--- src/rtl/key_event_scheduler.sv ---
// key_event_scheduler: decodes PS/2 keycode words into per-player key levels,
// queues make/break events for the game, and issues a game reset pulse on a long Enter hold.
module key_event_scheduler #(
    parameter int unsigned FIFO_DEPTH  = 4,
    parameter int unsigned HOLD_CYCLES = 65_000_000,
    parameter int unsigned RST_PULSE   = 16
) (
    input  logic        clk,
    input  logic        rst_n,
    input  logic [15:0] keycode,
    output logic [3:0]  tom_keys,
    output logic [3:0]  jerry_keys,
    output logic        ev_valid,
    output logic [3:0]  ev_data,
    input  logic        ev_ready,
    output logic        ev_overflow,
    output logic        game_rst
);

    localparam int unsigned PTR_W   = $clog2(FIFO_DEPTH);
    localparam int unsigned CNT_W   = PTR_W + 1;
    localparam int unsigned TMR_MAX = (HOLD_CYCLES > RST_PULSE) ? HOLD_CYCLES : RST_PULSE;
    localparam int unsigned TMR_W   = $clog2(TMR_MAX) + 1;

    typedef enum logic [1:0] {IDLE, HOLD, PULSE, WAIT_REL} ent_state_t;

    logic [15:0]      kc_q;
    logic [7:0]       levels;
    logic [3:0]       mem [FIFO_DEPTH];
    logic [PTR_W-1:0] wr_ptr, rd_ptr, rd_nxt;
    logic [CNT_W-1:0] count, count_nxt;
    logic [3:0]       head_nxt;

    logic             scan_new, is_brk, hit, push, pop, full, do_push;
    logic [2:0]       key_sel;
    logic [3:0]       push_data;
    logic             ent_make, ent_brk;

    ent_state_t       state, state_nxt;
    logic [TMR_W-1:0] tmr, tmr_nxt;
    logic             brk_seen, brk_seen_nxt;

    assign tom_keys   = levels[3:0];
    assign jerry_keys = levels[7:4];

    // Scan decode: new-scan detect, key mapping and event generation
    always_comb begin
        scan_new = (keycode != kc_q);
        is_brk   = (keycode[15:8] == 8'hF0);
        hit      = 1'b1;
        key_sel  = 3'd0;
        case (keycode[7:0])
            8'h1D:   key_sel = 3'd0;
            8'h1C:   key_sel = 3'd1;
            8'h1B:   key_sel = 3'd2;
            8'h23:   key_sel = 3'd3;
            8'h75:   key_sel = 3'd4;
            8'h6B:   key_sel = 3'd5;
            8'h72:   key_sel = 3'd6;
            8'h74:   key_sel = 3'd7;
            default: hit = 1'b0;
        endcase
        // A make flips a released key, a break flips a pressed one
        push      = scan_new && hit && (is_brk == levels[key_sel]);
        push_data = {~is_brk, key_sel};
        ent_make  = scan_new && (keycode[7:0] == 8'h5A) && !is_brk;
        ent_brk   = scan_new && (keycode[7:0] == 8'h5A) && is_brk;
    end

    // FIFO next-state: a push on a full FIFO is accepted when a pop frees a slot
    always_comb begin
        pop       = ev_valid && ev_ready;
        full      = (count == CNT_W'(FIFO_DEPTH));
        do_push   = push && (!full || pop);
        rd_nxt    = pop ? rd_ptr + PTR_W'(1) : rd_ptr;
        count_nxt = count + CNT_W'(do_push) - CNT_W'(pop);
        head_nxt  = (do_push && (wr_ptr == rd_nxt)) ? push_data : mem[rd_nxt];
    end

    // Scan history and key levels
    always_ff @(posedge clk or negedge rst_n) begin
        if (!rst_n) begin
            kc_q   <= 16'h0000;
            levels <= 8'h00;
        end else begin
            kc_q <= keycode;
            if (push) levels[key_sel] <= ~levels[key_sel];
        end
    end

    // Event FIFO storage, pointers and registered head/valid/overflow
    always_ff @(posedge clk or negedge rst_n) begin
        if (!rst_n) begin
            for (int i = 0; i < int'(FIFO_DEPTH); i++) mem[i] <= 4'h0;
            wr_ptr      <= '0;
            rd_ptr      <= '0;
            count       <= '0;
            ev_valid    <= 1'b0;
            ev_data     <= 4'h0;
            ev_overflow <= 1'b0;
        end else begin
            if (do_push) begin
                mem[wr_ptr] <= push_data;
                wr_ptr      <= wr_ptr + PTR_W'(1);
            end
            rd_ptr   <= rd_nxt;
            count    <= count_nxt;
            ev_valid <= (count_nxt != '0);
            ev_data  <= head_nxt;
            if (push && full && !pop) ev_overflow <= 1'b1;
        end
    end

    // Enter FSM state register
    always_ff @(posedge clk or negedge rst_n) begin
        if (!rst_n) begin
            state    <= IDLE;
            tmr      <= '0;
            brk_seen <= 1'b0;
            game_rst <= 1'b0;
        end else begin
            state    <= state_nxt;
            tmr      <= tmr_nxt;
            brk_seen <= brk_seen_nxt;
            game_rst <= (state_nxt == PULSE);
        end
    end

    // Enter FSM next-state: hold timer, fixed-width pulse, re-arm only after release
    always_comb begin
        state_nxt    = state;
        tmr_nxt      = tmr;
        brk_seen_nxt = brk_seen;
        case (state)
            IDLE: begin
                if (ent_make) begin
                    state_nxt = HOLD;
                    tmr_nxt   = '0;
                end
            end
            HOLD: begin
                tmr_nxt = tmr + TMR_W'(1);
                if (ent_brk) begin
                    state_nxt = IDLE;
                end else if (tmr == TMR_W'(HOLD_CYCLES - 1)) begin
                    state_nxt    = PULSE;
                    tmr_nxt      = '0;
                    brk_seen_nxt = 1'b0;
                end
            end
            PULSE: begin
                tmr_nxt = tmr + TMR_W'(1);
                if (ent_brk) brk_seen_nxt = 1'b1;
                if (tmr == TMR_W'(RST_PULSE - 1)) begin
                    state_nxt = (brk_seen || ent_brk) ? IDLE : WAIT_REL;
                end
            end
            WAIT_REL: begin
                if (ent_brk) state_nxt = IDLE;
            end
            default: state_nxt = IDLE;
        endcase
    end

endmodule

--- config.mk ---
export PLATFORM = sky130hd
export DESIGN_NAME = key_event_scheduler
export DESIGN_NICKNAME = d
export VERILOG_FILES = /design/src/rtl/key_event_scheduler.sv
export SDC_FILE = /design/constraint.sdc
export NUM_CORES = 1
export LEC_CHECK = 0
export ABC_AREA = 0
export CORE_ASPECT_RATIO = 0.75
export CORE_MARGIN = 4
export CORE_UTILIZATION = 50
export CTS_CLUSTER_DIAMETER = 60
export DETAILED_ROUTE_END_ITERATION = 6
export PLACE_DENSITY_LB_ADDON = 0.25
export SYNTH_ARGS = -nofsm -noshare
export SYNTH_HDL_FRONTEND = slang
export SYNTH_SLANG_ARGS = --single-unit
--- constraint.sdc ---
create_clock -name clk -period 4.8 [get_ports clk]
set_clock_uncertainty 0.2 [all_clocks]
set_input_delay 0.96 -clock clk [delete_from_list [all_inputs] [get_ports clk]]
set_output_delay 0.96 -clock clk [all_outputs]
set_load 0.005 [all_outputs]
Yosys cells after proc, flatten, opt, wreduce, memory -nomap -nowiden:

Index checks and enable logic that the tools add are counted.

* equality and inequality tests: 24
* muxes and demuxes: 30
* $add $sub $neg: 5
* bitwise logic cells: 4
* order comparisons: 5
* reduce and logical (&&, ||, !) cells: 24

Operator list (count)
* 2-to-1 mux 27 bit: 3
* case mux 27 bit (3 select lines): 1
* == test 8 x 7 -> 1 bit, second input constant: 5
* adder 27 x 1 -> 27 bit, second input constant: 1
* == test 27 x 26 -> 1 bit, second input constant: 1
* == test 27 x 4 -> 1 bit, second input constant: 1
* == test 8 x 5 -> 1 bit, second input constant: 3
* case mux 3 bit (7 select lines): 1
* bitwise mux 16 bit: 1
* 2-to-1 mux 4 bit: 4
* != test 16 bit: 1
* 2-to-1 mux 2 bit: 7
* logical AND 1 bit: 12
* binary-select mux 4 bit (select 2 bit): 1
* bitwise mux 8 bit: 1
* demux 4 bit (select 2 bit): 1
* == test 8 x 6 -> 1 bit, second input constant: 1
* == test 8 bit, second input constant: 1
* != test 2 bit, second input constant: 4
* case mux 2 bit (4 select lines): 1
* OR reduction 8 bit: 1
* == test 2 bit, second input constant: 3
* >= comparator 3 bit, second input constant: 2
* 2-to-1 mux 1 bit: 6
* other kinds (22): 29

* logic and storage cells: 108
* bits in registers: 84
* output and inout port bits: 15

Longest topological paths before layout:

* depth after elaboration: 10
* depth in mapped cells: 15
* depth with buffers taken out: 14

Worst setup path after synthesis:

No wires, ideal clock.

* kind: input port to flip-flop
* from: input port keycode[3]
* to: register ev_valid
* arrival time: 4.159 ns
* stages on the path: 15
* slack: 0.310 ns
* library setup time: 0.131 ns
* data required time: 4.469 ns
* buffers on the path: 1
* cells stage by stage: buf_6 -> nand4bb_1 -> or4_4 -> and4b_4 -> a211oi_4 -> xnor2_2 -> and2_4 -> inv_1 -> ha_1 -> inv_1 -> ha_1 -> fa_1 -> xnor2_1 -> xnor2_1 -> or3_1

* longest elaborated chain between the ends: 10

RTL lines
* from (decl): line 10 `input logic [15:0] keycode,`
* == test 8 x 7 -> 1 bit, or another cell as far along: line 52 `case (keycode[7:0])`
* case mux 3 bit (7 select lines): line 52
* binary-select mux 1 bit (select 3 bit): line 64 `push = scan_new && hit && (is_brk == levels[key_sel]);`
* 2-to-1 mux 1 bit (not written as such): line 64
* == test 1 bit: line 64
* logical AND 1 bit *: line 64
* logical AND 1 bit *: line 74 `do_push = push && (!full || pop);`
* adder 3 x 1 -> 3 bit *: line 76 `count_nxt = count + CNT_W'(do_push) - CNT_W'(pop);`
* subtractor 3 x 1 -> 3 bit *: line 76
* named net count_nxt[2]: line 31 `logic [CNT_W-1:0] count, count_nxt;`
* nonzero test 3 bit *: line 108 `ev_valid <= (count_nxt != '0);`
* to (signal assigned): line 108
* to (decl): line 13 `output logic ev_valid,`

The timed path passes the listed nets; every way through them passes the cells marked *. The select of a mux whose other input is x is not followed.
A chain may end at the register's enable or synchronous reset.

Worst setup path in the final report:

* from: input port keycode[2]
* to: register ev_valid

The elaborated chain is that of the path after synthesis.

==> impl_metrics.env <==
export IMPL_top_usage_layer="met1"
export IMPL_worstHoldEndpoint="ev_overflow$_DFFE_PN0P_"
export IMPL_r2r_slack_ns=1.31
export IMPL_grt_pass1_wl_mm=17.97
export IMPL_drive_gt1_frac=0.1250
export IMPL_status="finished clean"
export IMPL_cts_sinks=84
export IMPL_fp_dieW_um=117.8
export IMPL_met1_usage=0.3112
export IMPL_grt_met3_usage=0.05761
export IMPL_use_met2=0.3018
export IMPL_async_flop_share=1.000
export IMPL_worst_slack_ns=0.2643
export IMPL_drc_errors=0
export IMPL_drt_iter0_drc=288
export IMPL_dieArea_mm2=0.01064
export IMPL_cts_root_buf="clkbuf_16"
export IMPL_hold_ws_ns=0.2635
export IMPL_syn_to_final_growth_pct=18.83
export IMPL_placed_cells=589
export IMPL_layout_nets=525
export IMPL_die_h_um=90.34
export IMPL_start_kind="input pin"
export IMPL_hp_class="reg -> reg"
export IMPL_cts_repair_resized=0
export IMPL_worstRegToRegCells=14
export IMPL_crit_path_end_kind="flip-flop"
export IMPL_finalHoldViolations=0
export IMPL_regArea_mm2=0.002102
export IMPL_dr_pass1_iters=5
export IMPL_fin_setup_tns_ns=0
export IMPL_clock_latency_ns=0.34
export IMPL_path_cells="clkdlybuf4s50_1 -> or2b_1 -> or4_4 -> and4b_4 -> a211oi_4 -> xnor2_2 -> and2_4 -> inv_1 -> ha_1 -> inv_1 -> ha_1 -> fa_1 -> xnor2_1 -> xnor2_1 -> or3_1"
export IMPL_r2r_end="ev_valid$_DFF_PN0_"
export IMPL_diodes=0
export IMPL_vdd_drop_max_uv=282.5
export IMPL_hold_start="ev_overflow$_DFFE_PN0P_"
export IMPL_yosysWarnings=0
export IMPL_fmax_mhz=220.5
export IMPL_antenna_found_initial=0
export IMPL_numCtsBuffers=9
export IMPL_seq_area_frac_synth=0.4651
export IMPL_power_leakage_nw=2.363
export IMPL_gp_congestion=0.8981
export IMPL_slew_viol_final=0
export IMPL_finalSetupViolCount=0
export IMPL_vias_per_cell=5.834
export IMPL_synthCells=438
export IMPL_period_share=0.9449
export IMPL_grt_overflow_total=0
export IMPL_core_area_mm2=0.008636
export IMPL_cts_buffer_depth=2
export IMPL_io_buffers=33
export IMPL_critPathMaxStageDelay_ns=0.55
export IMPL_ant_nets=0
export IMPL_io_pins=34
export IMPL_synth_cell_types=59
export IMPL_dp_hpwl_mm=7.283
export IMPL_rows=29
export IMPL_crit_required_ns=4.82
export IMPL_start_util=0.5233
export IMPL_synth_ff_type="dfrtp_1"
export IMPL_place_ws_ns=-0.07865
export IMPL_synth_edff_count=0
export IMPL_synth_fp_nets=471
export IMPL_crit_path_max_fanout=5
export IMPL_stdcell_count=604
export IMPL_holdPathStages=1
export IMPL_postRouteWirelength_mm=10.28
export IMPL_htreeDepth=3
export IMPL_multi_input_area_mm2=0.002293
export IMPL_grt_max_degree=85
export IMPL_drt_wirelength_per_cell_um=17.02
export IMPL_crit_slowest_cell="clkdlybuf4s50_1"
export IMPL_max_cap_viol_count=0
export IMPL_post_cts_setup_buffers=0
export IMPL_synth_avg_cell_area_um2=10.32
export IMPL_fillerInstances=734
export IMPL_rr_startpoint="levels[5]$_DFFE_PN0P_"
export IMPL_slew_headroom=0.3104
export IMPL_cts_tree="built"
export IMPL_power_density_mw_per_mm2=365.7
export IMPL_clk_pin_slew_ns=0.06
export IMPL_critPathKind="in -> reg"
export IMPL_syn_cell_area_mm2=0.004519
export IMPL_ys_ff_latch=84
export IMPL_final_common_cell="dfrtp_1"
export IMPL_cts_hold_buf=0
export IMPL_num_vias=3524
export IMPL_rsz0062_at_grt="no"
export IMPL_layout_common_cells="84 x dfrtp_1, 43 x nor2_1, 32 x clkdlybuf4s50_1"
export IMPL_grt_pass1_vias=3485
export IMPL_worstMarginPinSlew_ns=1.034
export IMPL_grtUsageTotal=0.2080
export IMPL_period_minus_slack_ns=4.536
export IMPL_worst_ep_arrival_time_ns=4.56
power breakdown:
group	internal (mW)	switching, mW	total, mW
sequential	0.777	0.0536	0.830
clock	0.376	0.277	0.653
combinational	0.216	0.265	0.481
total	1.37	0.596	1.96
metal layers:
metal	vias up	part of all wire	wire [µm]
met5	-	0	0
met4	0	0.010	106
met3	13	0.065	672
met2	123	0.43	4371
met1	1705	0.50	5129
li1	1683	-	-
sequential cells by signal (all words and copies together), names as in the netlist:
register and count:
brk_seen 1, count 3, ev_data 4, ev_overflow 1, ev_valid 1, game_rst 1
kc_q 16, levels 8, mem 16, rd_ptr 2, state 2, tmr 27
wr_ptr 2
stage by stage:
stage	power (mW)	cell area, µm²	util
3_3_place_gp	1.297	5091	0.5895
4_1_cts	1.981	5370	0.6218
2_1_floorplan	1.158	4519	-
5_1_grt	2.073	5370	0.6218
6_report	1.964	5370	0.6218
3_5_place_dp	1.324	5091	0.5895
Yosys cell counts (7+ instances only):
cell type  number  share of area
nand4_1        19          0.026
nor2_1         43          0.036
dfrtp_1        84           0.47
ha_1           13          0.036
mux2_1         16          0.040
nor3_1         19          0.021
inv_1          16          0.013
and3_1          7         0.0097
xor2_1          7          0.014
a22o_1          9          0.017
nor2b_1        10          0.014
o21ai_0        22          0.024
nand3_1        23          0.025
nand2_1        25          0.021
xnor2_1        30          0.058
nor4_1         12          0.017
critical path, delay by kind of cell:
family	cells	cell delay, ns
buf+inv	3	0.63
xor+xnor	3	0.45
simple gates	5	1.40
compound gates	1	0.29
fa+ha+maj	3	0.82
worst max-delay path by stage:
| stage | startpoint | to | slack, ns | cells past startpoint |
|---|---|---|---|---|
| after floorplan | keycode[3] | ev_valid$_DFF_PN0_ | 0.31 | 15 |
| after global placement | keycode[2] | ev_valid$_DFF_PN0_ | 0.02 | 15 |
| after detailed placement | keycode[2] | ev_valid$_DFF_PN0_ | -0.08 | 15 |
| after CTS | keycode[2] | ev_valid$_DFF_PN0_ | 0.27 | 15 |
| after global routing | keycode[2] | ev_valid$_DFF_PN0_ | 0.08 | 15 |
| final | keycode[2] | ev_valid$_DFF_PN0_ | 0.26 | 15 |
cells by family after synthesis:
| group | after synthesis | share of synthesized area |
|---|---|---|
| and+or+nand+nor | 189 | 0.2287 |
| xor gates and xnor gates | 39 | 0.07890 |
| adders and majority gates | 14 | 0.04042 |
| AOI/OAI and AO/OA | 58 | 0.08749 |
| muxes | 25 | 0.07198 |
| DFF | 84 | 0.4651 |
| buffers and inverters | 29 | 0.02741 |
area by class of cell:
cell class / instances / share of cell area
sequential: 84 / 0.3914
timing repair buffer: 56 / 0.09320
tap: 108 / 0.02516
clock inverter: 3 / 0.004194
multi-input combinational: 325 / 0.4271
inverter: 16 / 0.01118
clock buffer: 12 / 0.04776
No activity file was read; power rests on OpenSTA's default activity.
